File: src/rtl/pimac_result_uart_tx.sv
// PiMAC result serializer: buffers MAC result words in a small FIFO and
// streams each one off-chip as an 8N1 UART frame, LSB first.
//
// Handshake: a word is written on any rising edge where in_valid && in_ready.
// in_ready depends only on registered state. When the FIFO is full, in_ready
// stays low even if a word is popped in the same cycle. A word offered while
// in_ready is low is dropped and sets the sticky overflow flag.
module pimac_result_uart_tx #(
    parameter int DATA_WIDTH   = 8,
    parameter int FIFO_DEPTH   = 4,
    parameter int CLKS_PER_BIT = 16
) (
    input  logic                          clk,
    input  logic                          rst_n,
    input  logic                          in_valid,
    input  logic [DATA_WIDTH-1:0]         in_data,
    output logic                          in_ready,
    output logic                          ser_out,
    output logic                          busy,
    output logic [$clog2(FIFO_DEPTH):0]   fifo_level,
    output logic                          overflow,
    input  logic                          clr_overflow,
    output logic [1:0]                    debug_state
);

    localparam int PTR_W = (FIFO_DEPTH > 1) ? $clog2(FIFO_DEPTH) : 1;
    localparam int LVL_W = $clog2(FIFO_DEPTH) + 1;
    localparam int CNT_W = (CLKS_PER_BIT > 1) ? $clog2(CLKS_PER_BIT) : 1;
    localparam int BIT_W = (DATA_WIDTH > 1) ? $clog2(DATA_WIDTH) : 1;

    localparam logic [LVL_W-1:0] LVL_FULL = LVL_W'(FIFO_DEPTH);
    localparam logic [CNT_W-1:0] CNT_LAST = CNT_W'(CLKS_PER_BIT - 1);
    localparam logic [BIT_W-1:0] BIT_LAST = BIT_W'(DATA_WIDTH - 1);

    typedef enum logic [1:0] {
        IDLE  = 2'd0,
        START = 2'd1,
        DATA  = 2'd2,
        STOP  = 2'd3
    } state_t;

    state_t                  state_q, state_d;
    logic [CNT_W-1:0]        cyc_q, cyc_d;
    logic [BIT_W-1:0]        bit_q, bit_d;
    logic [DATA_WIDTH-1:0]   shift_q, shift_d;
    logic                    ser_q, ser_d;

    logic [DATA_WIDTH-1:0]   mem [FIFO_DEPTH];
    logic [PTR_W-1:0]        wr_ptr_q, rd_ptr_q;
    logic [LVL_W-1:0]        level_q;
    logic                    overflow_q;
    logic                    push, pop;

    assign in_ready    = (level_q != LVL_FULL);
    assign push        = in_valid && in_ready;
    assign fifo_level  = level_q;
    assign overflow    = overflow_q;
    assign ser_out     = ser_q;
    assign busy        = (state_q != IDLE);
    assign debug_state = state_q;

    // Storage has no reset: the pointers and level alone define its contents.
    always_ff @(posedge clk) begin
        if (push) begin
            mem[wr_ptr_q] <= in_data;
        end
    end

    always_ff @(posedge clk or negedge rst_n) begin
        if (!rst_n) begin
            wr_ptr_q   <= '0;
            rd_ptr_q   <= '0;
            level_q    <= '0;
            overflow_q <= 1'b0;
        end else begin
            if (push) begin
                wr_ptr_q <= wr_ptr_q + 1'b1;
            end
            if (pop) begin
                rd_ptr_q <= rd_ptr_q + 1'b1;
            end
            case ({push, pop})
                2'b10:   level_q <= level_q + 1'b1;
                2'b01:   level_q <= level_q - 1'b1;
                default: level_q <= level_q;
            endcase
            if (in_valid && !in_ready) begin
                overflow_q <= 1'b1;
            end else if (clr_overflow) begin
                overflow_q <= 1'b0;
            end
        end
    end

    always_ff @(posedge clk or negedge rst_n) begin
        if (!rst_n) begin
            state_q <= IDLE;
            cyc_q   <= '0;
            bit_q   <= '0;
            shift_q <= '0;
            ser_q   <= 1'b1;
        end else begin
            state_q <= state_d;
            cyc_q   <= cyc_d;
            bit_q   <= bit_d;
            shift_q <= shift_d;
            ser_q   <= ser_d;
        end
    end

    always_comb begin
        state_d = state_q;
        cyc_d   = cyc_q;
        bit_d   = bit_q;
        shift_d = shift_q;
        pop     = 1'b0;
        ser_d   = 1'b1;

        case (state_q)
            IDLE: begin
                if (level_q != '0) begin
                    pop     = 1'b1;
                    shift_d = mem[rd_ptr_q];
                    cyc_d   = '0;
                    state_d = START;
                end
            end
            START: begin
                if (cyc_q == CNT_LAST) begin
                    cyc_d   = '0;
                    bit_d   = '0;
                    state_d = DATA;
                end else begin
                    cyc_d = cyc_q + 1'b1;
                end
            end
            DATA: begin
                if (cyc_q == CNT_LAST) begin
                    cyc_d = '0;
                    if (bit_q == BIT_LAST) begin
                        state_d = STOP;
                    end else begin
                        bit_d   = bit_q + 1'b1;
                        shift_d = shift_q >> 1;
                    end
                end else begin
                    cyc_d = cyc_q + 1'b1;
                end
            end
            STOP: begin
                if (cyc_q == CNT_LAST) begin
                    cyc_d = '0;
                    // Chain straight into the next start bit when more words wait.
                    if (level_q != '0) begin
                        pop     = 1'b1;
                        shift_d = mem[rd_ptr_q];
                        state_d = START;
                    end else begin
                        state_d = IDLE;
                    end
                end else begin
                    cyc_d = cyc_q + 1'b1;
                end
            end
            default: begin
                state_d = IDLE;
                cyc_d   = '0;
            end
        endcase

        // The line level is registered, so it is decoded from the upcoming state.
        case (state_d)
            START:   ser_d = 1'b0;
            DATA:    ser_d = shift_d[0];
            default: ser_d = 1'b1;
        endcase
    end

endmodule
File: config.mk
export PLATFORM = sky130hd
export DESIGN_NAME = pimac_result_uart_tx
export DESIGN_NICKNAME = d
export VERILOG_FILES = /design/src/rtl/pimac_result_uart_tx.sv
export SDC_FILE = /design/constraint.sdc
export NUM_CORES = 1
export LEC_CHECK = 0
export CAP_MARGIN = 0
export CORE_MARGIN = 5
export CORE_UTILIZATION = 35
export CTS_BUF_LIST = sky130_fd_sc_hd__clkbuf_4
export CTS_CLUSTER_DIAMETER = 150
export CTS_CLUSTER_SIZE = 14
export DETAILED_ROUTE_END_ITERATION = 10
export GPL_TIMING_DRIVEN = 0
export PLACE_DENSITY = 0.53
export SETUP_SLACK_MARGIN = 0.5
export SKIP_LAST_GASP = 1
export SYNTH_ARGS = -nofsm -noshare
export SYNTH_HDL_FRONTEND = slang
export SYNTH_SLANG_ARGS = --single-unit
File: constraint.sdc
create_clock -name clk -period 2.68 [get_ports clk]
set_input_delay 0.536 -clock clk [delete_from_list [all_inputs] [get_ports clk]]
set_output_delay 0.536 -clock clk [all_outputs]
set_load 0.02 [all_outputs]
==> impl_metrics.yaml, run 1 <==
grt:
  grt_pass1_vias: 1635
  grt_max_degree: 27
  grt-ovfl-total: 0
  antenna_found_initial: 0
  grt_util_all_layers: 0.1139
  grt_pass1_wl_um: 8390
logic_synthesis:
  post-synth-top-area-cell: "edfxtp_1"
  syn_nets: 216
  yosysWarningCount: 0
  seq_area_frac_synth: 0.6072
  avgSynthCellArea_um2: 13.98
  synth_area_leaders: "edfxtp_1 (36%), dfrtp_1 (24%), mux4_2 (6.8%)"
  synthArstFlopShare: 0.4483
  mappedNetlistArea_um2: 2656
  ys_seq_elements: 58
  synth_top_area_share: 0.3618
  synthCells: 190
  ys_types: 46
  ys.flop_type: "edfxtp_1"
  synth-edff-count: 32
timing:
  post-route-period-util: 0.8066
  worstMarginPinSlew_ps: 590.8
  setup_viol: 0
  setup_tns_ps: 0
  fin_skew_ps: 12.11
  slew_violations: 0
  fmax_ghz: 0.4626
  slew-limit-headroom: 0.6061
  hold_viol: 0
  rsz0062_at_grt: "true"
  fin_crit_ps: 2162
layout:
  layout-drive-gt1-share: 0.2468
  design_area_um2: 3249
  n_antenna_cell: 0
  layout_common_cells: "edfxtp_1 (32), dfrtp_1 (22), clkdlybuf4s50_1 (17), nand2_1 (16), inv_1 (10)"
  area_delta_synth_final_pct: 22.33
  final_nets: 256
  final_common_cell: "edfxtp_1"
floorplan:
  die_area_um2: 9431
  rows: 31
  die_y_um: 97.12
  start_util: 0.3623
  io_pins: 21
  die_x_um: 97.12
  core-area_um2: 7331
routing:
  wl_per_cell_um: 14.75
  wl_met2_um: 2426
  via_per_inst: 4.814
  routed_wl_um: 4928
  dr.max_layer_used: "met4"
  drc_errors: 0
  wl_met1_um: 2228
  drt_iter0_markers: 57
  vias: 1608
  drtAntennaViolNets: 0
  drt_pass1_iterations: 4
  wl_met3_um: 217
cts:
  cts.sinks: 58
  numCtsBuffers: 9
  cts_root_buffer: "clkbuf_4"
  cts.htree.levels: 3
  cts_tree: "yes"
  cts_hold_buf: 0
  path_clk_slew_ps: 100
  clkLatencyLatePin_ps: 400
  cts_max_path_buffers: 2
critical_path:
  reg2reg_from: "debug_state[1]$_DFF_PN0_"
  crit_slowest_cell: "dfrtp_2"
  critPathLaunch: "debug_state[1]$_DFF_PN0_"
  endpoint_kind: "register"
  max_stage_delay_ps: 460
  path_max_fanout: 4
  cp_top_family: "adder cells"
  worstSetupPathType: "reg2reg"
  crit-reg2reg-capture: "fifo_level[2]$_DFFE_PN0P_"
  cp_num_buf_inv: 4
  worstPathRequired_ps: 3010
  startpoint_type: "register"
  rr_worst_depth: 12
  cp_cell_sequence: "buf_6, inv_4, ha_4, inv_4, a21oi_4, and2b_2, ha_4, inv_1, fa_2, xor2_1, nor2_1, xor2_1"
  cp.arrival_ps: 2490
  reg2reg_setup_slack_ps: 520
power:
  sw_frac_of_total: 0.2892
  irDropWorstVdd_uv: 292.6
  pwr-share-comb: 0.193
  p_int_uw: 1554
  power_density_nw_per_um2: 672.9
  switching_power_uw: 632.4
  leakage_uw: 0.001220
  clkPwrFrac: 0.270
  p_seq_frac: 0.537
run_status:
  status: "complete, no violations"
placement:
  hpwlAfterDp_um: 3335
  portBuffers: 20
  dpl_cell_area_um2: 3025
  place.gp.congestion: 0.7567
worst_hold_path:
  min_path_type: "in2async"
flow_run:
  maxCapViolCount: 0
-- synth_stat cells, types with 2 or more instances --
master and instances:
ha_1 13, edfxtp_1 32, a22oi_1 7, nor4_1 2, mux2i_1 2, dfrtp_1 25, xor2_1 3, a22o_1 2
nor2_2 2, a21oi_1 3, nor3_1 2, o21ai_0 9, and3_1 6, nand2_1 16, mux4_2 8, nand3_1 3
nor2_1 6, inv_1 13, o21ai_1 7, xnor2_1 3
-- routing by layer --
layer / vias up / track usage
met2: 23 / 0.1783
met1: 784 / 0.1404
met3: 5 / 0.04379
met5: - / 0
met4: 0 / 0.04860
li1: 796 / -
-- timing repair --
item / 4_1_cts / 5_1_grt
gates resized for setup: 2 / 9
buffers inserted: 2 / 7
endpoints found under the setup margin: 6 / 9
pin swaps: 1 / 7
-- metrics by stage --
| stage | total power [µW] | std cells | hold slack (ps) | utilization | setup slack, ps |
|---|---|---|---|---|---|
| final | 2186 | 334 | 132.0 | 0.4433 | 518.4 |
| after global routing | 2316 | 334 | 171.4 | 0.4433 | 396.3 |
| after CTS | 2224 | 327 | 487.1 | 0.4318 | 398.3 |
| after detailed placement | 1635 | 309 | 462.6 | 0.4127 | 274.1 |
| after global placement | 1623 | 309 | 459.4 | 0.4127 | 288.1 |
| after floorplan | 1447 | 190 | 240.4 | - | 461.8 |
-- flip-flops by register name, indices dropped and copies added, names as in the netlist --
register / flops
bit_q: 3
debug_state: 2
rd_ptr_q: 2
ser_out: 1
overflow: 1
fifo_level: 3
mem: 32
cyc_q: 4
shift_q: 8
wr_ptr_q: 2
-- power by group through the flow --
stage / clock, µW / combinational [µW] / sequential [µW]
after CTS: 611 / 434 / 1180
after global placement: 0 / 430 / 1190
final: 589 / 423 / 1170
after global routing: 647 / 474 / 1200
after floorplan: 0 / 236 / 1210
after detailed placement: 0 / 437 / 1200
-- cell type report --
type / instances / area (µm²)
clock buffer: 9 / 67.56
sequential: 58 / 1617
multi-input combinational: 114 / 1025
buffer: 5 / 32.53
clock inverter: 7 / 60.06
timing repair buffer: 29 / 267.8
inverter: 13 / 56.30
fill: 696 / 4081
tap: 99 / 123.9
-- cell families (layout without fill, tap and decap cells) --
logic type,count (synthesis),in the layout,share of synthesized area
xor+xnor,6,6,0.01979
mux,11,11,0.07960
fa+ha+maj,14,14,0.06877
flops,58,58,0.6072
buf+inv,18,63,0.03061
simple gates,43,43,0.08338
compound gates,40,40,0.1107
-- how the worst max path moves through the flow --
stage	cells past startpoint	slack, ps	endpoint
final	12	520	fifo_level[2]$_DFFE_PN0P_
after global routing	12	400	fifo_level[2]$_DFFE_PN0P_
after floorplan	10	460	fifo_level[2]$_DFFE_PN0P_
after global placement	10	290	fifo_level[2]$_DFFE_PN0P_
after CTS	10	400	fifo_level[2]$_DFFE_PN0P_
after detailed placement	10	270	fifo_level[2]$_DFFE_PN0P_
Power figures use the tool's default switching activity.
==> run 2, diff against run 1 <==
- PLACE_DENSITY: 0.53 -> 0.54
- clock period: 2.68 -> 1.88 ns (I/O delays scaled with it)
==> run 2 against run 1 <==
Sequential share of layout area down 5.0 points. The run now ends with negative hold slack, negative setup slack left. Clock skew up 2.6 ps. Critical path depth down 2.
==> impl_metrics.yaml, run 2 (synthesized netlist as in run 1, its figures left out) <==
grt:
  grt-ovfl-total: 0
  grt_max_degree: 27
  grt_pass1_vias: 1732
  grt_util_all_layers: 0.1176
  antenna_found_initial: 0
  grt_pass1_wl_um: 8769
routing:
  drtAntennaViolNets: 0
  drt_iter0_markers: 60
  wl_per_cell_um: 14.95
  drt_pass1_iterations: 4
  via_per_inst: 4.803
  routed_wl_um: 5322
  drc_errors: 0
  vias: 1710
placement:
  dpl_cell_area_um2: 3055
  portBuffers: 20
  dp_cells: 309
  hpwlAfterDp_um: 3393
  place.gp.congestion: 0.7688
critical_path:
  reg2reg_from: "debug_state[0]$_DFF_PN0_"
  cp.arrival_ps: 2400
  rr_worst_depth: 10
  worstSetupPathType: "reg2reg"
  reg2reg_setup_slack_ps: -200
  startpoint_type: "register"
  path_max_fanout: 3
  endpoint_kind: "register"
  worstPathRequired_ps: 2200
  crit-reg2reg-capture: "fifo_level[2]$_DFFE_PN0P_"
timing:
  post-route-period-util: 1.108
  fin_ws_ps: -202.1
  slew_violations: 0
  hold_ws_ps: -31.66
  setup_tns_ps: -534.9
  rsz0062_at_grt: "true"
  hold_viol: 24
  slew-limit-headroom: 0.5933
  fin_crit_ps: 2082
  fmax_ghz: 0.4803
  setup_viol: 10
  worstMarginPinSlew_ps: 610.0
  fin_skew_ps: 14.75
layout:
  layout-drive-gt1-share: 0.4591
  regMostFlops: "mem"
  largest_reg_flops: 32
  final_nets: 278
  n_antenna_cell: 0
  area_delta_synth_final_pct: 36.22
  final_common_cell: "edfxtp_1"
  final_cells: 356
  design_area_um2: 3618
  top_regs: "mem x32, shift_q x8, cyc_q x4"
  layout_common_cells: "edfxtp_1 (32), buf_4 (29), dfrtp_1 (21), clkbuf_4 (11), clkdlybuf4s50_1 (10)"
floorplan:
  core-area_um2: 7331
  start_util: 0.3623
  die_y_um: 97.12
  die_area_um2: 9431
  rows: 31
  die_x_um: 97.12
  io_pins: 21
cts:
  cts.htree.levels: 3
  cts_tree: "yes"
  cts.sinks: 58
  cts_root_buffer: "clkbuf_4"
  cts_max_path_buffers: 2
  cts_hold_buf: 0
  clkLatencyLatePin_ps: 400
  path_clk_slew_ps: 100
  numCtsBuffers: 9
power:
  total_power_uw: 3236
  p_seq_frac: 0.517
  switching_power_uw: 930.3
  power_density_nw_per_um2: 894.4
  pwr-share-comb: 0.207
  irDropWorstVdd_uv: 428.6
  leakage_uw: 0.001376
  clkPwrFrac: 0.275
  p_int_uw: 2306
  sw_frac_of_total: 0.2875
run_status:
  status: "finished, violations left"
  violations: "negative hold slack, negative setup slack"
worst_hold_path:
  min_path_type: "in2async"
flow_run:
  maxCapViolCount: 0
==> run 2: changes by cell type in the layout (fill, tap and decap cells not counted), moves of 4 or more <==
| cell | delta |
|---|---|
| and3_1 | -4 |
| and3_2 | +4 |
| buf_4 | +21 |
| buf_6 | +6 |
| clkdlybuf4s50_1 | -7 |
| nand2_1 | -7 |
| nand2_2 | +4 |
| o21ai_0 | -5 |
| o21ai_2 | +4 |
==> run 2: layout make-up <==
cell class,count,area [µm²]
flip-flops and latches,58,1618
repair buffers,51,451.7
clock buffers,11,82.58
multi-input cells,114,1191
plain buffers,5,41.29
well taps,99,123.9
inverters,13,53.80
fillers,639,3712
clock inverters,5,56.30
==> run 2: routing by layer <==
| layer | up-vias | share of wire | global-route usage | wire [µm] |
|---|---|---|---|---|
| li1 | 839 | - | - | - |
| met1 | 836 | 0.44 | 0.1431 | 2329 |
| met2 | 27 | 0.51 | 0.1932 | 2717 |
| met3 | 8 | 0.039 | 0.04738 | 207 |
| met4 | 0 | 0.013 | 0.03240 | 67 |
| met5 | - | 0 | 0 | 0 |
==> run 2: critical path: stages (launching register included) <==
cell	delay (ps)
dfrtp_2	450
ha_4	150
nand4_1	160
a21oi_4	170
and2b_2	190
ha_4	130
inv_2	30
fa_2	320
xor2_1	150
nor2_1	110
xor2_1	140
==> run 2: per-stage QoR <==
| step | hold slack (ps) | worst slack, ps | utilization |
|---|---|---|---|
| 6_report | -31.66 | -202.1 | 0.4936 |
| 5_1_grt | 0.8754 | -307.9 | 0.4936 |
| 4_1_cts | 377.0 | -219.7 | 0.4682 |
| 3_5_place_dp | 479.3 | -503.8 | 0.4168 |
| 3_3_place_gp | 470.3 | -499.7 | 0.4168 |
| 2_1_floorplan | 80.41 | -330.2 | - |
==> run 2: worst max-delay path by stage <==
| stage | cells past startpoint | end | startpoint | slack, ps |
|---|---|---|---|---|
| floorplan | 10 | fifo_level[2]$_DFFE_PN0P_ | debug_state[1]$_DFF_PN0_ | -330 |
| global placement | 10 | fifo_level[2]$_DFFE_PN0P_ | cyc_q[0]$_DFFE_PN0P_ | -500 |
| detailed placement | 10 | fifo_level[2]$_DFFE_PN0P_ | cyc_q[0]$_DFFE_PN0P_ | -500 |
| CTS | 10 | fifo_level[2]$_DFFE_PN0P_ | debug_state[0]$_DFF_PN0_ | -220 |
| global route | 10 | fifo_level[2]$_DFFE_PN0P_ | debug_state[0]$_DFF_PN0_ | -310 |
| finish | 10 | fifo_level[2]$_DFFE_PN0P_ | debug_state[0]$_DFF_PN0_ | -200 |
==> run 2: what timing repair did <==
| item | 4_1_cts | 5_1_grt |
|---|---|---|
| buffers inserted | 21 | 10 |
| resized for setup | 55 | 29 |
| endpoints found under the setup margin | 89 | 65 |
| pin swaps | 18 | 12 |
==> run 2: power groups by stage <==
| stage | sequential [µW] | combinational (µW) | clock (µW) |
|---|---|---|---|
| floorplan | 1730 | 343 | 0 |
| finish | 1670 | 671 | 891 |
| global placement | 1710 | 619 | 0 |
| global route | 1700 | 743 | 979 |
| CTS | 1680 | 636 | 920 |
| detailed placement | 1710 | 628 | 0 |
